### src/rtl/button_conditioner.sv
// Front-panel button synchroniser, debouncer and press/release strobe generator.
// Define BUTTON_AUTOREPEAT_EN to add hold-to-repeat press strobes.
module button_conditioner #(
  parameter int N_BUTTONS       = 3,
  parameter int DEBOUNCE_CYCLES = 120000,
  parameter int REPEAT_DELAY    = 6000000,
  parameter int REPEAT_PERIOD   = 1200000
) (
  input  logic                 clock,
  input  logic                 reset,
  input  logic [N_BUTTONS-1:0] btn_raw,
  output logic [N_BUTTONS-1:0] btn_level,
  output logic [N_BUTTONS-1:0] btn_press,
  output logic [N_BUTTONS-1:0] btn_release
);

  localparam int CW = $clog2(DEBOUNCE_CYCLES + 1);
  localparam logic [CW-1:0] CNT_LAST = CW'(DEBOUNCE_CYCLES - 1);

  if (DEBOUNCE_CYCLES < 1 || REPEAT_DELAY < 1 || REPEAT_PERIOD < 1) begin : g_bad_param
    $error("button_conditioner: cycle parameters must be >= 1");
  end

  logic [N_BUTTONS-1:0] sync1;
  logic [N_BUTTONS-1:0] sync2;
  logic [CW-1:0]        cnt [N_BUTTONS];
  logic [N_BUTTONS-1:0] flip;
  logic [N_BUTTONS-1:0] rise;
  logic [N_BUTTONS-1:0] fall;

  always_comb begin
    flip = '0;
    for (int i = 0; i < N_BUTTONS; i++) begin
      flip[i] = (sync2[i] != btn_level[i]) && (cnt[i] == CNT_LAST);
    end
  end

  assign rise = flip & ~btn_level;
  assign fall = flip & btn_level;

  always_ff @(posedge clock) begin
    if (reset) begin
      sync1     <= '0;
      sync2     <= '0;
      btn_level <= '0;
      for (int i = 0; i < N_BUTTONS; i++) begin
        cnt[i] <= '0;
      end
    end else begin
      sync1     <= btn_raw;
      sync2     <= sync1;
      btn_level <= btn_level ^ flip;
      for (int i = 0; i < N_BUTTONS; i++) begin
        if (sync2[i] == btn_level[i] || flip[i]) begin
          cnt[i] <= '0;
        end else begin
          cnt[i] <= cnt[i] + 1'b1;
        end
      end
    end
  end

`ifdef BUTTON_AUTOREPEAT_EN
  localparam int RMAX = (REPEAT_DELAY > REPEAT_PERIOD) ? REPEAT_DELAY : REPEAT_PERIOD;
  localparam int RW   = $clog2(RMAX + 1);
  localparam logic [RW-1:0] RD_LAST = RW'(REPEAT_DELAY - 1);
  localparam logic [RW-1:0] RP_LAST = RW'(REPEAT_PERIOD - 1);

  logic [RW-1:0]        rcnt [N_BUTTONS];
  logic [N_BUTTONS-1:0] rphase;
  logic [N_BUTTONS-1:0] rep_hit;

  // Repeat is suppressed on the falling edge so it never meets a release.
  always_comb begin
    rep_hit = '0;
    for (int i = 0; i < N_BUTTONS; i++) begin
      rep_hit[i] = btn_level[i] && !flip[i] &&
                   (rcnt[i] == (rphase[i] ? RP_LAST : RD_LAST));
    end
  end

  always_ff @(posedge clock) begin
    if (reset) begin
      rphase <= '0;
      for (int i = 0; i < N_BUTTONS; i++) begin
        rcnt[i] <= '0;
      end
    end else begin
      for (int i = 0; i < N_BUTTONS; i++) begin
        if (!btn_level[i] || flip[i]) begin
          rcnt[i]   <= '0;
          rphase[i] <= 1'b0;
        end else if (rep_hit[i]) begin
          rcnt[i]   <= '0;
          rphase[i] <= 1'b1;
        end else begin
          rcnt[i]   <= rcnt[i] + 1'b1;
        end
      end
    end
  end

  always_ff @(posedge clock) begin
    if (reset) begin
      btn_press   <= '0;
      btn_release <= '0;
    end else begin
      btn_press   <= rise | rep_hit;
      btn_release <= fall;
    end
  end
`else
  always_ff @(posedge clock) begin
    if (reset) begin
      btn_press   <= '0;
      btn_release <= '0;
    end else begin
      btn_press   <= rise;
      btn_release <= fall;
    end
  end
`endif

endmodule
### config.mk
export PLATFORM = sky130hd
export DESIGN_NAME = button_conditioner
export DESIGN_NICKNAME = d
export VERILOG_FILES = /design/src/rtl/button_conditioner.sv
export SDC_FILE = /design/constraint.sdc
export NUM_CORES = 1
export LEC_CHECK = 0
export BUFFER_PORTS_ARGS = -buffer_cell sky130_fd_sc_hd__buf_2
export CAP_MARGIN = 25
export CORE_UTILIZATION = 50
export CTS_BUF_LIST = sky130_fd_sc_hd__clkbuf_8
export DETAILED_ROUTE_END_ITERATION = 8
export PLACE_DENSITY = 0.69
export SYNTH_ARGS = -nofsm -noshare
export SYNTH_HDL_FRONTEND = slang
export SYNTH_SLANG_ARGS = --single-unit
### constraint.sdc
create_clock -name clock -period 3.8 [get_ports clock]
set_input_delay 0.57 -clock clock [delete_from_list [all_inputs] [get_ports clock]]
set_output_delay 0.57 -clock clock [all_outputs]
set_load 0.01 [all_outputs]
* After elaboration in Yosys (flattened, before gate mapping)
Memory sizes are Yosys's and may differ from the RTL's.
Cells that the tools add are included.
** Word-level totals
- Register bits after elaboration :: 15
- RAM bits :: 51
- Input port bits :: 5
- Output and inout port bits :: 9
- Logic and storage cells :: 60
- Memories :: 1
** Memory list
- cnt :: words 3, bits a word 17, rd ports 3, clocked after Yosys merged registers in 0, wr ports 3, line 26 : logic [CW-1:0] cnt [N_BUTTONS];
** Operators by class
- Add/sub/neg operators :: 3
- Eq/ne operators :: 9
- Mux-type cells :: 26
- Bitwise logic cells :: 10
- Reduce and logical (&&, ||, !) cells :: 6
** Operators with widths (count)
- two-way mux 17 bit :: 6
- adder 17 x 1 -> 17 bit, second input constant :: 3
- == test 17 bit, second input constant :: 3
- two-way mux 1 bit :: 20
- AND 3 bit :: 2
- bitwise OR 1 bit :: 6
- == test 1 bit :: 3
- logical AND 1 bit :: 3
- logical OR 1 bit :: 3
- inequality test 1 bit :: 3
- inverter 3 bit :: 1
- bitwise XOR 3 bit :: 1

* Logic depth before layout (Yosys ltp)
Gate-level depths: netlist (run 1).
- Word-level depth :: 8
- Depth in mapped cells :: 7

* Worst setup path after synthesis (run 1)
No wires, ideal clock.
- Path kind :: reg2reg
- From :: memory cnt[0][0] (netlist name)
- To :: memory cnt[0][8] (netlist name), data pin
- Arrival time :: 1.613 ns
- Required time :: 3.546 ns
- Setup slack :: 1.932 ns
- Stages on the path, launching flop included :: 8
- Cells stage by stage :: edfxtp_1 > ha_1 > nand4_1 > nor4_4 > or2_1 > buf_6 > buf_12 > nor2_1
** RTL lines (line)
- start: declaration :: 26

==> impl_metrics.tcl, run 1 <==
set metrics [dict create \
    areaGrowthSynthToFinish_pct 13.5 \
    fin_nets 384 \
    antenna_found_initial 0 \
    fin_worst_skew_ns 0.00776 \
    violations "DRC" \
    rows 29 \
    start_util_pct 52.6 \
    whs_path_depth 2 \
    vias 2346 \
    ys_ff_latch 66 \
    clock_path_buffers 2 \
    cp-start-kind "register" \
    leakage_nw 1.36 \
    route.detailed.drc 2 \
    hold_path_class "input port to register" \
    async_reset_ff_share_pct 0 \
    setup_tns_ns 0 \
    worstReg2RegStart "cnt[0][0]$_SDFFCE_PN0P_" \
    cts_buffers 9 \
    hold_viol 0 \
    final_layout_size_suffix_gt1_share_pct 9.19 \
    cts_sinks 66 \
    routed_wl_um 5830 \
    final_cell_mix "52 x nor2_1, 51 x edfxtp_1, 51 x conb_1" \
    multiInputGateArea_um2 1630 \
    slowest_delay_ns 0.47 \
    first_pass_iters 6 \
    cp.arrival_ns 2.31 \
    cts_root_buf "clkbuf_8" \
    dieWidth_um 84.2 \
    synth_cell_types 45 \
    yosysSeqAreaShare_pct 54.2 \
    drt_iter0_drc 97 \
    utilization_pct 59.7 \
    drv_slew 0 \
    slowest_stage "or2_1" \
    power.total_w 0.00143 \
    fmax_mhz 448 \
    cts_hold_buf 0 \
    max-cap-violations 0 \
    yosys_warnings 0 \
    port_buffers 13 \
    finalCritPeriodShare_pct 58.7 \
    layout_min_cycle_time_ns 2.23 \
    grt_pass1_vias 2226 \
    hp-start "btn_raw[2]" \
    die_y_um 84.2 \
    p_per_area_nw_per_um2 374 \
    status "complete, but fails checks" \
    setup_viol 0 \
    layout_commonest_cell "nor2_1" \
    dieArea_um2 7090 \
    path_clk_slew_ns 0.07 \
    regToRegSetupSlack_ns 1.57 \
    rsz0062_at_grt "false" \
    ir_drop_mv 0.263 \
    critPathRequiredTime_ns 3.87 \
    post_cts_resized 0 \
    fillers 544 \
    hold_end "sync1[2]$_SDFF_PP0_" \
    syn_inst 312 \
    cts_tree "done" \
    criticalPathCategory "register to register" \
    hpwl_um 4170 \
    drtAntennaViolNets 0 \
    cts_max_level 3 \
    synth_edf_count 51 \
    grt_pass1_wl_um 10100 \
    cts_setup_buffers 0 \
    ff_latch_area_um2 1830 \
    grt_usage_pct 18.5 \
    post_drt_wl_per_cell_um 12.7 \
    clk_latency_ns 0.34 \
    worstPathCellList "ha_1 -> nand4_1 -> nor4_4 -> or2_1 -> nor2_1" \
    syn_avg_cell_area_um2 10.8 \
    ys.flop_type "edfxtp_1" \
    reg2reg_depth 5 \
    crit_fanout 15 \
    gp_congestion 0.790 \
    syn_area_um2 3380 \
    coreArea_um2 6420 \
    viasPerCell 5.12 \
    grt-ovfl-total 0 \
    grt_start_max_net_pins 19 \
    r2r-end "cnt[0][10]$_SDFFCE_PN0P_" \
    ioPinCount 14 \
    antennaDiodeCount 0 \
    endpoint_kind "register" \
]
stage by stage:
| step | cell area [um^2] | std cells | hold WS, ns | setup WS (ns) |
|---|---|---|---|---|
| floorplan | 3560 | 362 | 0.414 | 1.93 |
| global placement | 3650 | 442 | 0.421 | 1.63 |
| detailed placement | 3650 | 442 | 0.431 | 1.54 |
| CTS | 3830 | 458 | 0.427 | 1.53 |
| global route | 3830 | 458 | 0.444 | 1.37 |
| finish | 3830 | 458 | 0.439 | 1.57 |
synthesized netlist by cell type, types with 3 or more instances:
cell type | n | area [um^2]
nor2_1 | 52 | 195
edfxtp_1 | 51 | 1530
xnor2_1 | 26 | 228
nand4_1 | 21 | 131
nand3_1 | 17 | 85.1
xor2_1 | 16 | 140
dfxtp_1 | 15 | 300
nor4_1 | 14 | 87.6
nor3_1 | 11 | 55.1
nand2_1 | 10 | 37.5
inv_1 | 7 | 26.3
nand2b_1 | 7 | 43.8
a21oi_1 | 6 | 30.0
nor2b_1 | 6 | 37.5
and3_1 | 5 | 31.3
clkbuf_1 | 4 | 15.0
and4_1 | 3 | 26.3
ha_1 | 3 | 37.5
o31ai_1 | 3 | 22.5
or4_1 | 3 | 22.5
kinds of logic (layout without fill, tap and decap cells):
| kind of cell | count (synthesis) | in the layout | share of synthesized area (%) |
|---|---|---|---|
| other | 1 | 51 | 0.111 |
| DFF | 66 | 66 | 54.2 |
| muxes | 2 | 2 | 0.593 |
| adders and majority gates | 3 | 3 | 1.11 |
| and+or+nand+nor | 167 | 167 | 27.2 |
| AOI/OAI and AO/OA | 14 | 14 | 2.82 |
| buffers and inverters | 17 | 36 | 3.00 |
| xor gates and xnor gates | 42 | 42 | 10.9 |
final cells by class:
class,instances,share of cell area (%)
Tap cell,77,2.51
Timing Repair Buffer,13,1.70
Clock buffer,12,4.31
Multi-Input combinational cell,279,42.6
Inverter,7,0.685
Sequential cell,66,47.8
Clock inverter,4,0.457
worst max-delay path by stage:
stage	cells past startpoint	from	endpoint
after detailed placement	5	cnt[0][0]$_SDFFCE_PN0P_	cnt[0][10]$_SDFFCE_PN0P_
after global placement	5	cnt[0][0]$_SDFFCE_PN0P_	cnt[0][3]$_SDFFCE_PN0P_
after CTS	5	cnt[0][0]$_SDFFCE_PN0P_	cnt[0][10]$_SDFFCE_PN0P_
after global routing	5	cnt[0][0]$_SDFFCE_PN0P_	cnt[0][10]$_SDFFCE_PN0P_
after floorplan	7	cnt[0][0]$_SDFFCE_PN0P_	cnt[0][8]$_SDFFCE_PN0P_
final	5	cnt[0][0]$_SDFFCE_PN0P_	cnt[0][10]$_SDFFCE_PN0P_
registers in the layout (all words and copies together) (netlist names), named ones only:
signal,count
cnt,51
btn_press,3
btn_release,3
sync1,3
sync2,3
layer usage:
layer  track usage [%]  part of all wire (%)
met5                 0                     0
met4              10.2                   1.3
met3              3.83                   3.7
met2              28.1                    46
met1              24.9                    49
critical path, delay by kind of cell (launching register included):
family                   cells  cell delay [ns]
AND/OR/NAND/NOR              4             1.35
adder cells (fa/ha/maj)      1             0.23
flip-flops                   1             0.39
where the power goes:
part | switching (W) | total [W] | leakage, nW | internal, W
registers | 0.0000312 | 0.000834 | 0.648 | 0.000803
logic | 0.0000341 | 0.0000583 | 0.607 | 0.0000242
clock network | 0.000257 | 0.000541 | 0.105 | 0.000283
total | 0.000323 | 0.00143 | 1.36 | 0.00111
No activity file was read; power rests on OpenSTA's default activity.
==> run 2: changes to the inputs <==
ABC_AREA = 1   (was unset)
clock period = 2.3 ns   (was 3.8 ns; I/O delays follow)
==> run 2 against run 1 <==
Against the previous run: the run now ends clean; cell area rose by 9.1%; routed wire length grew 7.7%; maximum frequency up 25%; cell count is 38% higher; clock power is 67% higher; sequential share of layout area is 4.0 points lower; highest routed layer unchanged.
==> impl_metrics.tcl, run 2 <==
set metrics [dict create \
    fin_area_um2 4180 \
    cts_sinks 66 \
    synth_cell_types 28 \
    final_layout_size_suffix_gt1_share_pct 9.74 \
    hpwl_um 4800 \
    regToRegSetupSlack_ns 0.51 \
    drtAntennaViolNets 0 \
    maxUsedRoutingLayer "met4" \
    port_buffers 13 \
    post_cts_resized 0 \
    ys.flop_type "edfxtp_1" \
    relSlewSlack_pct 64.5 \
    critPathRequiredTime_ns 2.36 \
    fin_nets 537 \
    worstReg2RegStart "cnt[0][0]$_SDFFCE_PN0P_" \
    viasPerCell 4.53 \
    path_clk_slew_ns 0.07 \
    cp.arrival_ns 1.85 \
    final_cell_mix "110 x nor2_1, 109 x nand2_1, 60 x inv_1" \
    endpoint_kind "register" \
    power.total_w 0.00240 \
    synth_edf_count 51 \
    hold_end "sync1[0]$_SDFF_PP0_" \
    reg2reg_depth 6 \
    hold_path_class "input port to register" \
    cts_root_buf "clkbuf_8" \
    layout_commonest_cell "nor2_1" \
    dp.cells 614 \
    p_per_area_nw_per_um2 573 \
    crit_fanout 15 \
    gp_congestion 0.934 \
    cts_setup_buffers 0 \
    max-cap-violations 0 \
    dieWidth_um 87.6 \
    cts_buffers 9 \
    syn_avg_cell_area_um2 7.98 \
    synthTopCellsByArea "edfxtp_1 42%, nor2_1 11%, nand2_1 11%, dfxtp_1 8.2%, inv_1 5.8%" \
    routed_wl_um 6280 \
    drv_slew 0 \
    post_drt_wl_per_cell_um 9.96 \
    ir_drop_mv 0.389 \
    grt-ovfl-total 0 \
    synth_top_area_share_pct 41.8 \
    grt_usage_pct 18.7 \
    setup_viol 0 \
    start_util_pct 52.8 \
    dieArea_um2 7670 \
    route.detailed.drc 0 \
    areaGrowthSynthToFinish_pct 14.1 \
    yosysMostFrequentCell "nor2_1" \
    grt_pass1_vias 2615 \
    layout_min_cycle_time_ns 1.79 \
    yosysSeqAreaShare_pct 50.0 \
    status "completed" \
    max_slew.worst_pin.slew_ns 0.531 \
    criticalPathCategory "register to register" \
    yosys_warnings 0 \
    cp-start-kind "register" \
    hp-start "btn_raw[0]" \
    vias 2853 \
    yosys.area.top_type "edfxtp_1" \
    fmax_mhz 560 \
    dpl_cell_area_um2 4000 \
    die_y_um 87.6 \
    grt_pass1_wl_um 11100 \
    wl_met3_um 207 \
    hold_viol 0 \
    syn_area_um2 3660 \
    utilization_pct 60.2 \
    fin_worst_skew_ns 0.00987 \
    cts_hold_buf 0 \
    final_cells 630 \
    cts_max_level 3 \
    ioPinCount 14 \
    r2r-end "cnt[0][12]$_SDFFCE_PN0P_" \
    ys_ff_latch 66 \
    setup_tns_ns 0 \
    leakage_nw 1.70 \
    rows 30 \
    rsz0062_at_grt "false" \
    coreArea_um2 6940 \
    grt_start_max_net_pins 18 \
    syn_inst 459 \
    clock_path_buffers 2 \
    clk_latency_ns 0.33 \
    finalCritPeriodShare_pct 77.7 \
    synthTopCellsByCount "110 x nor2_1, 109 x nand2_1, 57 x inv_1" \
    largest_reg_flops 51 \
    antennaDiodeCount 0 \
    antenna_found_initial 0 \
    top_register "cnt" \
    wl_met1_um 3150 \
    cts_tree "done" \
    drt_iter0_drc 141 \
    met2WireLength_um 2800 \
    first_pass_iters 4 \
    whs_path_depth 3 \
    async_reset_ff_share_pct 0 \
]
run 2: cell types whose count changed in the layout (fill, tap and decap cells not counted), sizes merged, moves of 12 or more:
cell,previous run,this run
nor2,52,125
xnor2,26,8
nor4,15,0
nand4,21,9
inv,9,61
nand2,11,112
run 2: through the flow:
step | setup slack, ns | hold slack [ns]
floorplan | 0.774 | 0.388
global placement | 0.576 | 0.394
detailed placement | 0.501 | 0.396
CTS | 0.491 | 0.215
global route | 0.372 | 0.221
finish | 0.513 | 0.230
run 2: per-layer routing:
metal | up-vias | track usage, %
met4 | 0 | 9.24
met3 | 12 | 2.83
li1 | 1541 | -
met1 | 1249 | 24.9
met5 | - | 0
met2 | 51 | 29.8
run 2: layout make-up:
class,count,area (um^2)
clock buffers,9,124
clock inverters,7,56.3
fillers,657,2760
inverters,59,223
multi-input cells,380,1760
flip-flops and latches,66,1830
well taps,96,120
repair buffers,13,65.1
run 2: how the worst max path moves through the flow:
stage / start / end / slack (ns) / cells after the start
6_report: cnt[0][0]$_SDFFCE_PN0P_ / cnt[0][12]$_SDFFCE_PN0P_ / 0.51 / 6
2_1_floorplan: cnt[0][0]$_SDFFCE_PN0P_ / cnt[0][2]$_SDFFCE_PN0P_ / 0.77 / 7
3_3_place_gp: cnt[0][0]$_SDFFCE_PN0P_ / cnt[0][12]$_SDFFCE_PN0P_ / 0.58 / 6
4_1_cts: cnt[0][0]$_SDFFCE_PN0P_ / cnt[0][12]$_SDFFCE_PN0P_ / 0.49 / 6
5_1_grt: cnt[0][13]$_SDFFCE_PN0P_ / cnt[0][12]$_SDFFCE_PN0P_ / 0.37 / 6
3_5_place_dp: cnt[0][0]$_SDFFCE_PN0P_ / cnt[0][12]$_SDFFCE_PN0P_ / 0.50 / 6
run 2: where the power goes:
group | internal [W] | switching, W
Sequential | 0.00133 | 0.0000446
Clock | 0.000484 | 0.000423
Combinational | 0.0000392 | 0.0000785
Total | 0.00185 | 0.000546
run 2: cell families after synthesis:
kind of cell    share of synthesized area [%]
xor+xnor                                 6.22
buf+inv                                  7.04
compound gates                           3.28
flops                                    50.0
fa+ha+maj                                1.02
other cells                             0.102
simple gates                             32.3
run 2: critical path: stages, from the launching register on:
cell,delay (ns)
edfxtp_1,0.39
ha_1,0.21
nand2_2,0.10
nor2_4,0.17
inv_2,0.07
o21ai_4,0.45
nor2_1,0.13
==> run 3: changes to the inputs <==
ABC_AREA = 0   (was 1)
clock period = 1.7 ns   (was 2.3 ns; I/O delays follow)
==> run 3 against run 2 <==
Against the previous run: the run now ends with DRC, setup timing left; clock power grew 59%; maximum frequency is 2.1% higher; combinational power increased by 110%; cell count down 19%; global-route usage is 2.0 points higher; clock skew is 0.0022 ns lower; setup slack lost 0.56 ns; non-clock buffer count grew 54.
==> impl_metrics.tcl, run 3 (synthesis results as in run 1) <==
set metrics [dict create \
    leakage_nw 1.67 \
    grt_usage_pct 20.7 \
    dieWidth_um 84.2 \
    grt_start_max_net_pins 16 \
    hold_viol 0 \
    utilization_pct 69.6 \
    cts_buffers 9 \
    areaGrowthSynthToFinish_pct 32.3 \
    multiInputGateArea_um2 1790 \
    status "complete, but fails checks" \
    cts_hold_buf 0 \
    cts_root_buf "clkbuf_8" \
    rsz0062_at_grt "true" \
    power.total_w 0.00352 \
    fmax_mhz 571 \
    grt-ovfl-total 0 \
    vias 2701 \
    die_y_um 84.2 \
    path_clk_slew_ns 0.07 \
    cts_sinks 66 \
    drt_iter0_drc 110 \
    startpoint "cnt[1][9]$_SDFFCE_PN0P_" \
    slowest_stage "edfxtp_1" \
    crit_fanout 4 \
    cp.arrival_ns 1.85 \
    post_drt_wl_per_cell_um 13.9 \
    setup_ws_ns -0.0505 \
    start_util_pct 52.6 \
    route.detailed.drc 4 \
    coreArea_um2 6420 \
    p_per_area_nw_per_um2 788 \
    gp_congestion 0.848 \
    criticalPathCategory "register to register" \
    ff_latch_area_um2 1830 \
    hold_path_class "input port to register" \
    grt_pass1_vias 2485 \
    worstPathCellList "or3_1 -> or3_4 -> o21ai_4 -> buf_4 -> nor2_1" \
    worstReg2RegStart "cnt[1][9]$_SDFFCE_PN0P_" \
    antennaDiodeCount 0 \
    final_layout_size_suffix_gt1_share_pct 28.3 \
    final_cell_mix "51 x edfxtp_1, 51 x conb_1, 48 x buf_4" \
    port_buffers 13 \
    antenna_found_initial 0 \
    max-cap-violations 0 \
    cts_max_level 3 \
    grt_pass1_wl_um 11500 \
    violations "DRC, setup timing" \
    endpoint_kind "register" \
    dieArea_um2 7090 \
    clk_latency_ns 0.34 \
    whs_ns 0.117 \
    cts_tree "done" \
    finalCritPeriodShare_pct 103 \
    top_register "cnt" \
    fillers 495 \
    fin_nets 438 \
    hp-start "btn_raw[1]" \
    drtAntennaViolNets 0 \
    viasPerCell 5.28 \
    setup_viol 28 \
    ioPinCount 14 \
    ir_drop_mv 0.712 \
    critPathRequiredTime_ns 1.80 \
    routed_wl_um 7120 \
    clock_path_buffers 2 \
    cp-start-kind "register" \
    rows 29 \
    fin_worst_skew_ns 0.00771 \
    layout_min_cycle_time_ns 1.75 \
    first_pass_iters 6 \
    slowest_delay_ns 0.38 \
    hpwl_um 4870 \
    drv_slew 0 \
    largest_reg_flops 51 \
]
## run 3: cell count changes in the layout (fill, tap and decap cells not counted), sizes merged, moves of 8 or more
| cell | before | now |
|---|---|---|
| buf | 13 | 67 |
| inv | 61 | 8 |
| nand2 | 112 | 11 |
| nand3 | 27 | 17 |
| nand4 | 9 | 21 |
| nor2 | 125 | 52 |
| nor4 | 0 | 15 |
| o21ai | 11 | 3 |
| xnor2 | 8 | 26 |
## run 3: layer usage
metal,share of wire (%),vias to the layer above,track usage (%)
met5,0,-,0
met1,46,1292,27.7
li1,-,1328,-
met4,2.3,0,9.40
met2,48,65,33.8
met3,3.3,16,3.05
## run 3: final timing paths
| path | end | slack [ns] | cells past startpoint |
|---|---|---|---|
| max reg2reg | cnt[1][10]$_SDFFCE_PN0P_ | -0.05 | 5 |
| min reg2reg | sync2[2]$_SDFF_PP0_ | 0.47 | 1 |
| min | sync1[1]$_SDFF_PP0_ | 0.12 | 2 |
| max | cnt[1][10]$_SDFFCE_PN0P_ | -0.05 | 5 |
## run 3: critical path: cells and delay by family (launching register included)
family | cells | cell delay, ns
simple gates | 3 | 0.78
flops | 1 | 0.38
compound gates | 1 | 0.18
buf+inv | 1 | 0.17
## run 3: stage by stage
| stage | setup slack, ns | instances | setup TNS, ns | instance area [um^2] |
|---|---|---|---|---|
| 2_1_floorplan | -0.157 | 362 | -2.62 | 3570 |
| 3_3_place_gp | -0.0464 | 490 | -0.455 | 4030 |
| 3_5_place_dp | -0.0520 | 490 | -1.00 | 4030 |
| 4_1_cts | -0.0438 | 508 | -0.887 | 4310 |
| 5_1_grt | -0.125 | 512 | -3.32 | 4470 |
| 6_report | -0.0505 | 512 | -0.972 | 4470 |
## run 3: layout make-up
cell class / instances / share of cell area, %
clock inverters: 7 / 2.07
clock buffers: 9 / 2.77
repair buffers: 67 / 11.3
flip-flops and latches: 66 / 41.0
multi-input cells: 279 / 40.1
inverters: 7 / 0.588
well taps: 77 / 2.16
## run 3: repair_timing
| item | in CTS | in global routing |
|---|---|---|
| setup endpoints to repair | 31 | 48 |
| buffers inserted | 1 | 4 |
| gates cloned | 1 | 0 |
| resized for setup | 15 | 28 |
| pin swaps | 5 | 12 |
## run 3: where the power goes
part | internal, W | total (W) | switching, W
Combinational | 0.000114 | 0.000243 | 0.000129
Sequential | 0.00179 | 0.00184 | 0.0000487
Clock | 0.000823 | 0.00144 | 0.000613
